## src/rtl/iob_clint_arbiter.sv

```systemverilog
// Round-robin arbiter sharing the CLINT IOb slave port among N_REQ managers, one transaction per grant.
// Optional access timeout is enabled by defining IOB_CLINT_ARB_TIMEOUT_EN.
module iob_clint_arbiter #(
  parameter int N_REQ     = 2,
  parameter int ADDR_W    = 16,
  parameter int DATA_W    = 32,
  parameter int TIMEOUT_W = 8
) (
  input  logic                          clk_i,
  input  logic                          cke_i,
  input  logic                          rst_i,
  input  logic [N_REQ-1:0]              m_avalid_i,
  input  logic [N_REQ*ADDR_W-1:0]       m_addr_i,
  input  logic [N_REQ*DATA_W-1:0]       m_wdata_i,
  input  logic [N_REQ*(DATA_W/8)-1:0]   m_wstrb_i,
  output logic [N_REQ-1:0]              m_ready_o,
  output logic [N_REQ-1:0]              m_rvalid_o,
  output logic [DATA_W-1:0]             m_rdata_o,
  output logic                          s_avalid_o,
  output logic [ADDR_W-1:0]             s_addr_o,
  output logic [DATA_W-1:0]             s_wdata_o,
  output logic [DATA_W/8-1:0]           s_wstrb_o,
  input  logic                          s_ready_i,
  input  logic                          s_rvalid_i,
  input  logic [DATA_W-1:0]             s_rdata_i,
  output logic [N_REQ-1:0]              gnt_o,
  output logic                          err_o
);

  localparam int STRB_W = DATA_W / 8;
  localparam int IDX_W  = (N_REQ > 1) ? $clog2(N_REQ) : 1;

  localparam logic [1:0] IDLE   = 2'd0;
  localparam logic [1:0] ACCESS = 2'd1;
  localparam logic [1:0] RESP   = 2'd2;

  logic [1:0]       state;
  logic [1:0]       state_nxt;
  logic [IDX_W-1:0] ptr;
  logic [IDX_W-1:0] idx;
  logic [IDX_W-1:0] idx_inc;
  logic             expired;

  logic              k_avalid;
  logic              k_write;
  logic [ADDR_W-1:0] k_addr;
  logic [DATA_W-1:0] k_wdata;
  logic [STRB_W-1:0] k_wstrb;

  // First requester at or after start, wrapping past N_REQ-1 back to 0.
  function automatic logic [IDX_W-1:0] rr_pick(input logic [N_REQ-1:0] req,
                                               input logic [IDX_W-1:0] start);
    logic [IDX_W-1:0] sel;
    logic             found;
    int               j;
    sel   = start;
    found = 1'b0;
    for (int i = 0; i < N_REQ; i++) begin
      j = int'(start) + i;
      if (j >= N_REQ) j = j - N_REQ;
      if (!found && req[j]) begin
        sel   = IDX_W'(j);
        found = 1'b1;
      end
    end
    return sel;
  endfunction

  assign k_avalid = m_avalid_i[idx];
  assign k_addr   = m_addr_i[idx*ADDR_W +: ADDR_W];
  assign k_wdata  = m_wdata_i[idx*DATA_W +: DATA_W];
  assign k_wstrb  = m_wstrb_i[idx*STRB_W +: STRB_W];
  assign k_write  = |k_wstrb;
  assign idx_inc  = (int'(idx) == N_REQ - 1) ? '0 : idx + 1'b1;
  assign gnt_o    = (state == IDLE) ? '0 : (N_REQ'(1) << idx);

  always_comb begin
    state_nxt  = state;
    m_ready_o  = '0;
    m_rvalid_o = '0;
    m_rdata_o  = '0;
    s_avalid_o = 1'b0;
    s_addr_o   = '0;
    s_wdata_o  = '0;
    s_wstrb_o  = '0;
    err_o      = 1'b0;
    case (state)
      IDLE: begin
        if (|m_avalid_i) state_nxt = ACCESS;
      end
      ACCESS: begin
        s_avalid_o     = k_avalid;
        s_addr_o       = k_addr;
        s_wdata_o      = k_wdata;
        s_wstrb_o      = k_wstrb;
        m_ready_o[idx] = s_ready_i;
        if (k_avalid && s_ready_i) begin
          state_nxt = k_write ? IDLE : RESP;
        end else if (!k_avalid) begin
          state_nxt = IDLE;
        end else if (expired) begin
          m_ready_o[idx] = 1'b1;
          if (!k_write) begin
            m_rvalid_o[idx] = 1'b1;
            m_rdata_o       = '1;
          end
          err_o     = 1'b1;
          state_nxt = IDLE;
        end
      end
      RESP: begin
        if (s_rvalid_i) begin
          m_rvalid_o[idx] = 1'b1;
          m_rdata_o       = s_rdata_i;
          state_nxt       = IDLE;
        end else if (expired) begin
          m_rvalid_o[idx] = 1'b1;
          m_rdata_o       = '1;
          err_o           = 1'b1;
          state_nxt       = IDLE;
        end
      end
      default: state_nxt = IDLE;
    endcase
  end

  always_ff @(posedge clk_i) begin
    if (rst_i) begin
      state <= IDLE;
      ptr   <= '0;
      idx   <= '0;
    end else if (cke_i) begin
      state <= state_nxt;
      if (state == IDLE) idx <= rr_pick(m_avalid_i, ptr);
      if (state != IDLE && state_nxt == IDLE) ptr <= idx_inc;
    end
  end

`ifdef IOB_CLINT_ARB_TIMEOUT_EN
  logic [TIMEOUT_W-1:0] timer;

  // Counts cycles spent with a grant held; zero on the first ACCESS cycle.
  assign expired = (state != IDLE) && (timer == '1);

  always_ff @(posedge clk_i) begin
    if (rst_i) begin
      timer <= '0;
    end else if (cke_i) begin
      if (state == IDLE || state_nxt == IDLE) timer <= '0;
      else                                    timer <= timer + 1'b1;
    end
  end
`else
  logic [TIMEOUT_W-1:0] unused_timer;

  assign unused_timer = '0;
  assign expired      = 1'b0;
`endif

endmodule

```

## config.mk

```make
export PLATFORM = sky130hd
export DESIGN_NAME = iob_clint_arbiter
export DESIGN_NICKNAME = d
export VERILOG_FILES = /design/src/rtl/iob_clint_arbiter.sv
export SDC_FILE = /design/constraint.sdc
export NUM_CORES = 1
export LEC_CHECK = 0
export BUFFER_PORTS_ARGS = -buffer_cell sky130_fd_sc_hd__buf_2
export CAP_MARGIN = 15
export CORE_AREA = 2 2 91 93
export CTS_BUF_LIST = sky130_fd_sc_hd__clkbuf_2
export DETAILED_ROUTE_END_ITERATION = 10
export DIE_AREA = 0 0 93 95
export GPL_TIMING_DRIVEN = 0
export SKIP_LAST_GASP = 1
export SLEW_MARGIN = 5
export SYNTH_ARGS = -nofsm -noshare
export SYNTH_HDL_FRONTEND = slang
export SYNTH_SLANG_ARGS = --single-unit
```

## constraint.sdc

```tcl
create_clock -name clk_i -period 4.6 [get_ports clk_i]
set_input_delay 0.69 -clock clk_i [delete_from_list [all_inputs] [get_ports clk_i]]
set_output_delay 0.69 -clock clk_i [all_outputs]
set_load 0.03 [all_outputs]
```

==> metrics.csv <==
stage,metric,value,unit
grt,largest net degree at the start of global routing,11,
floorplanning,I/O pin cnt,235,
job,max_cap viols,0,
logic_synthesis,Post-synth EDFFs,0,
timing,Slew HR,63.2,%
timing,Slew @ Worst Pin,552,ps
route,router iterations before antenna repair,4,
worst_setup_path,crit path DAT,1980,ps
cts,CTS tree,yes,
cells_and_area,most frequent cells in the layout,"240 x buf_2, 62 x nor2_1, 52 x mux2i_1",
power,Pleak,1.57,nW
timing,final setup violating endpoints,0,
cts,Post-CTS Hold Buffers,0,
floorplanning,Die Wd,93,µm
logic_synthesis,yosys warns,0,
floorplanning,die area,8840,µm²
worst_setup_path,crit path cell chain,buf_2 > buf_2 > buf_2 > mux2i_1 > nor2_1 > buf_2,
cells_and_area,Final Util,32.9,%
cells_and_area,Antenna diodes,0,
cells_and_area,"Area growth, synth to finish",102,%
floorplanning,core footprint,7930,µm²
hold_path,Hold Startpoint,state[0],
cts,worst skew pair latency,220,ps
logic_synthesis,syn_area_per_cell,6.56,µm²
logic_synthesis,"Async S/R FF share, synth",0,%
worst_setup_path,crit-path most repeated cell,buf_2,
timing,final worst path period share,58.0,%
route,antenna-violating nets left,0,
hold_path,HP Class,flop to flop,
route,via count,2250,
grt,first-pass GRT wire length,9150,µm
route,overall routed net length,6530,µm
placed_design,GP Congestion,0.763,
power,maximum VDD drop,0.0469,mV
worst_setup_path,critical path type,flop to output port,
worst_setup_path,"reg-to-reg slack, setup",2740,ps
placed_design,port bufs,233,
worst_setup_path,CP Capture Type,output port,
floorplanning,chip height,95,µm
route,1st-iter DRT viols,23,
worst_setup_path,R2R depth,6,
worst_setup_path,worst r2r dst,ptr,
cts,clock-pin slew on the worst setup and hold paths,50,ps
cts,clock sinks,4,
cells_and_area,share of layout cells above drive strength 1,56.6,%
cts,CTS root buf,clkbuf_2,
logic_synthesis,ys flop type,dfxtp_1,
timing,total negative slack,0,ps
timing,RSZ-0062 raised after global routing,no,
grt,GRT Util Overall,12.8,%
route,Remaining DRCs,0,
route,WL per Instance,12.1,µm
worst_setup_path,reg2reg start,idx,
hold_path,hold depth,2,
floorplanning,Initial Utilization,16.3,%
logic_synthesis,#FFs+latches synth,4,
cts,Post-CTS Setup Inserts,0,
timing,Setup Skew,6.16,ps
cells_and_area,fillcell total,913,
logic_synthesis,mapped cell area,1290,µm²
grt,number of global-route vias before repair,1998,
cts,Max H-tree Level,1,
logic_synthesis,register area share after synthesis,6.20,%
timing,Max Slew Vio Count,0,
timing,Max Clk Rate,375,MHz
cts,post-CTS sizing,0,
floorplanning,Site Rows,33,
worst_setup_path,critical path required time,3910,ps
hold_path,worst-case hold path end point,state[0],
logic_synthesis,Netlist cell types,25,
timing,min cycle time layout,2670,ps
grt,total global routing overflow,0,
cts,Bufs on Longest Clock Path,2,
worst_setup_path,crit path max fanout,10,
worst_setup_path,Worst setup SP type,flop,
logic_synthesis,Gate Count Post-Synth,197,
cells_and_area,"most common cell after layout, fill and taps aside",buf_2,
route,via density per instance,4.18,
power,PwrDens,130,nW/µm²
grt,initial antenna violation count,0,
cells_and_area,nets@finish,578,
run_status,status,"complete, no violations",
placed_design,hpwl dp,5690,µm
logic_synthesis,syn nets,340,
cts,CTS Buf Count,3,
worst_setup_path,Critical-path top delay cell,buf_2,
timing,Final Hold Fails,0,
worst_setup_path,max incr delay on CP,360,ps
==> cells by family after synthesis <==
kind of cell               Yosys count  synth area share (%)
AOI/OAI and AO/OA                    9                  4.65
other                                1                 0.290
DFF                                  4                  6.20
adders and majority gates            1                 0.774
muxes                               53                  41.4
and+or+nand+nor                    111                  40.5
buffers and inverters               18                  6.20
==> metrics by stage <==
| step | total power [mW] | std cells | hold WS, ps | instance area, µm² | worst slack [ps] |
|---|---|---|---|---|---|
| 2_1_floorplan | 0.197 | 197 | 532 | 1290 | 2370 |
| 3_3_place_gp | 0.304 | 535 | 560 | 2590 | 2060 |
| 3_5_place_dp | 0.307 | 535 | 577 | 2590 | 2090 |
| 4_1_cts | 0.343 | 538 | 589 | 2610 | 1890 |
| 5_1_grt | 0.364 | 538 | 623 | 2610 | 1780 |
| 6_report | 0.337 | 538 | 595 | 2610 | 1930 |
==> cell type report <==
class                      count  area [µm²]  share of cell area [%]
clock buffer                   3        15.0                   0.576
tap                          105         131                    5.04
inverter                       1        3.75                   0.144
buffer                        17        76.3                    2.93
sequential                     4        80.1                    3.07
multi-input combinational    175        1130                    43.5
timing repair buffer         233        1170                    44.8
==> Yosys cell counts (2+ instances only) <==
master    number  area [µm²]
nand2_1        4        15.0
and2_1        33         206
buf_2          7        35.0
nor3_1         5        25.0
o21ai_0        2        10.0
mux2i_1       52         521
nor2b_1        3        18.8
dfxtp_1        4        80.1
clkbuf_1       8        30.0
a21oi_1        3        15.0
nor2_1        62         233
==> worst max-delay path by stage <==
stage                     startpoint       endpoint  slack (ps)  cells past startpoint
final                            idx  s_wdata_o[25]        1930                      6
after global routing             idx  s_wdata_o[23]        1780                      6
after CTS                        idx  s_wdata_o[25]        1890                      6
after detailed placement  s_rvalid_i  m_rdata_o[17]        2090                      6
after global placement    s_rvalid_i   m_rdata_o[7]        2060                      6
after floorplan                  idx  s_wdata_o[18]        2370                      5
==> sequential cells by signal (all words and copies together), names as in the netlist <==
register and flops:
idx 1, state 2, ptr 1
==> report_power, final <==
| group | total [mW] | internal (mW) | leakage, nW | switching (mW) |
|---|---|---|---|---|
| sequential | 0.0386 | 0.0366 | 0.0328 | 0.00193 |
| clock | 0.0335 | 0.0176 | 0.0125 | 0.0159 |
| combinational | 0.265 | 0.110 | 1.53 | 0.156 |
| total | 0.337 | 0.164 | 1.57 | 0.174 |
==> critical path: cells and delay by family (launching register included) <==
family        cells  cell delay (ps)
buf+inv           4             1150
flops             1              320
mux               1              240
simple gates      1               50
==> routing by layer <==
layer	GRT usage, %	vias up	wire length (µm)
met5	0	-	0
met4	1.84	0	12
met3	1.76	2	699
met2	25.8	156	3400
met1	14.3	970	2410
li1	-	1122	-
Note: power is estimated with default switching activity, not from simulation.
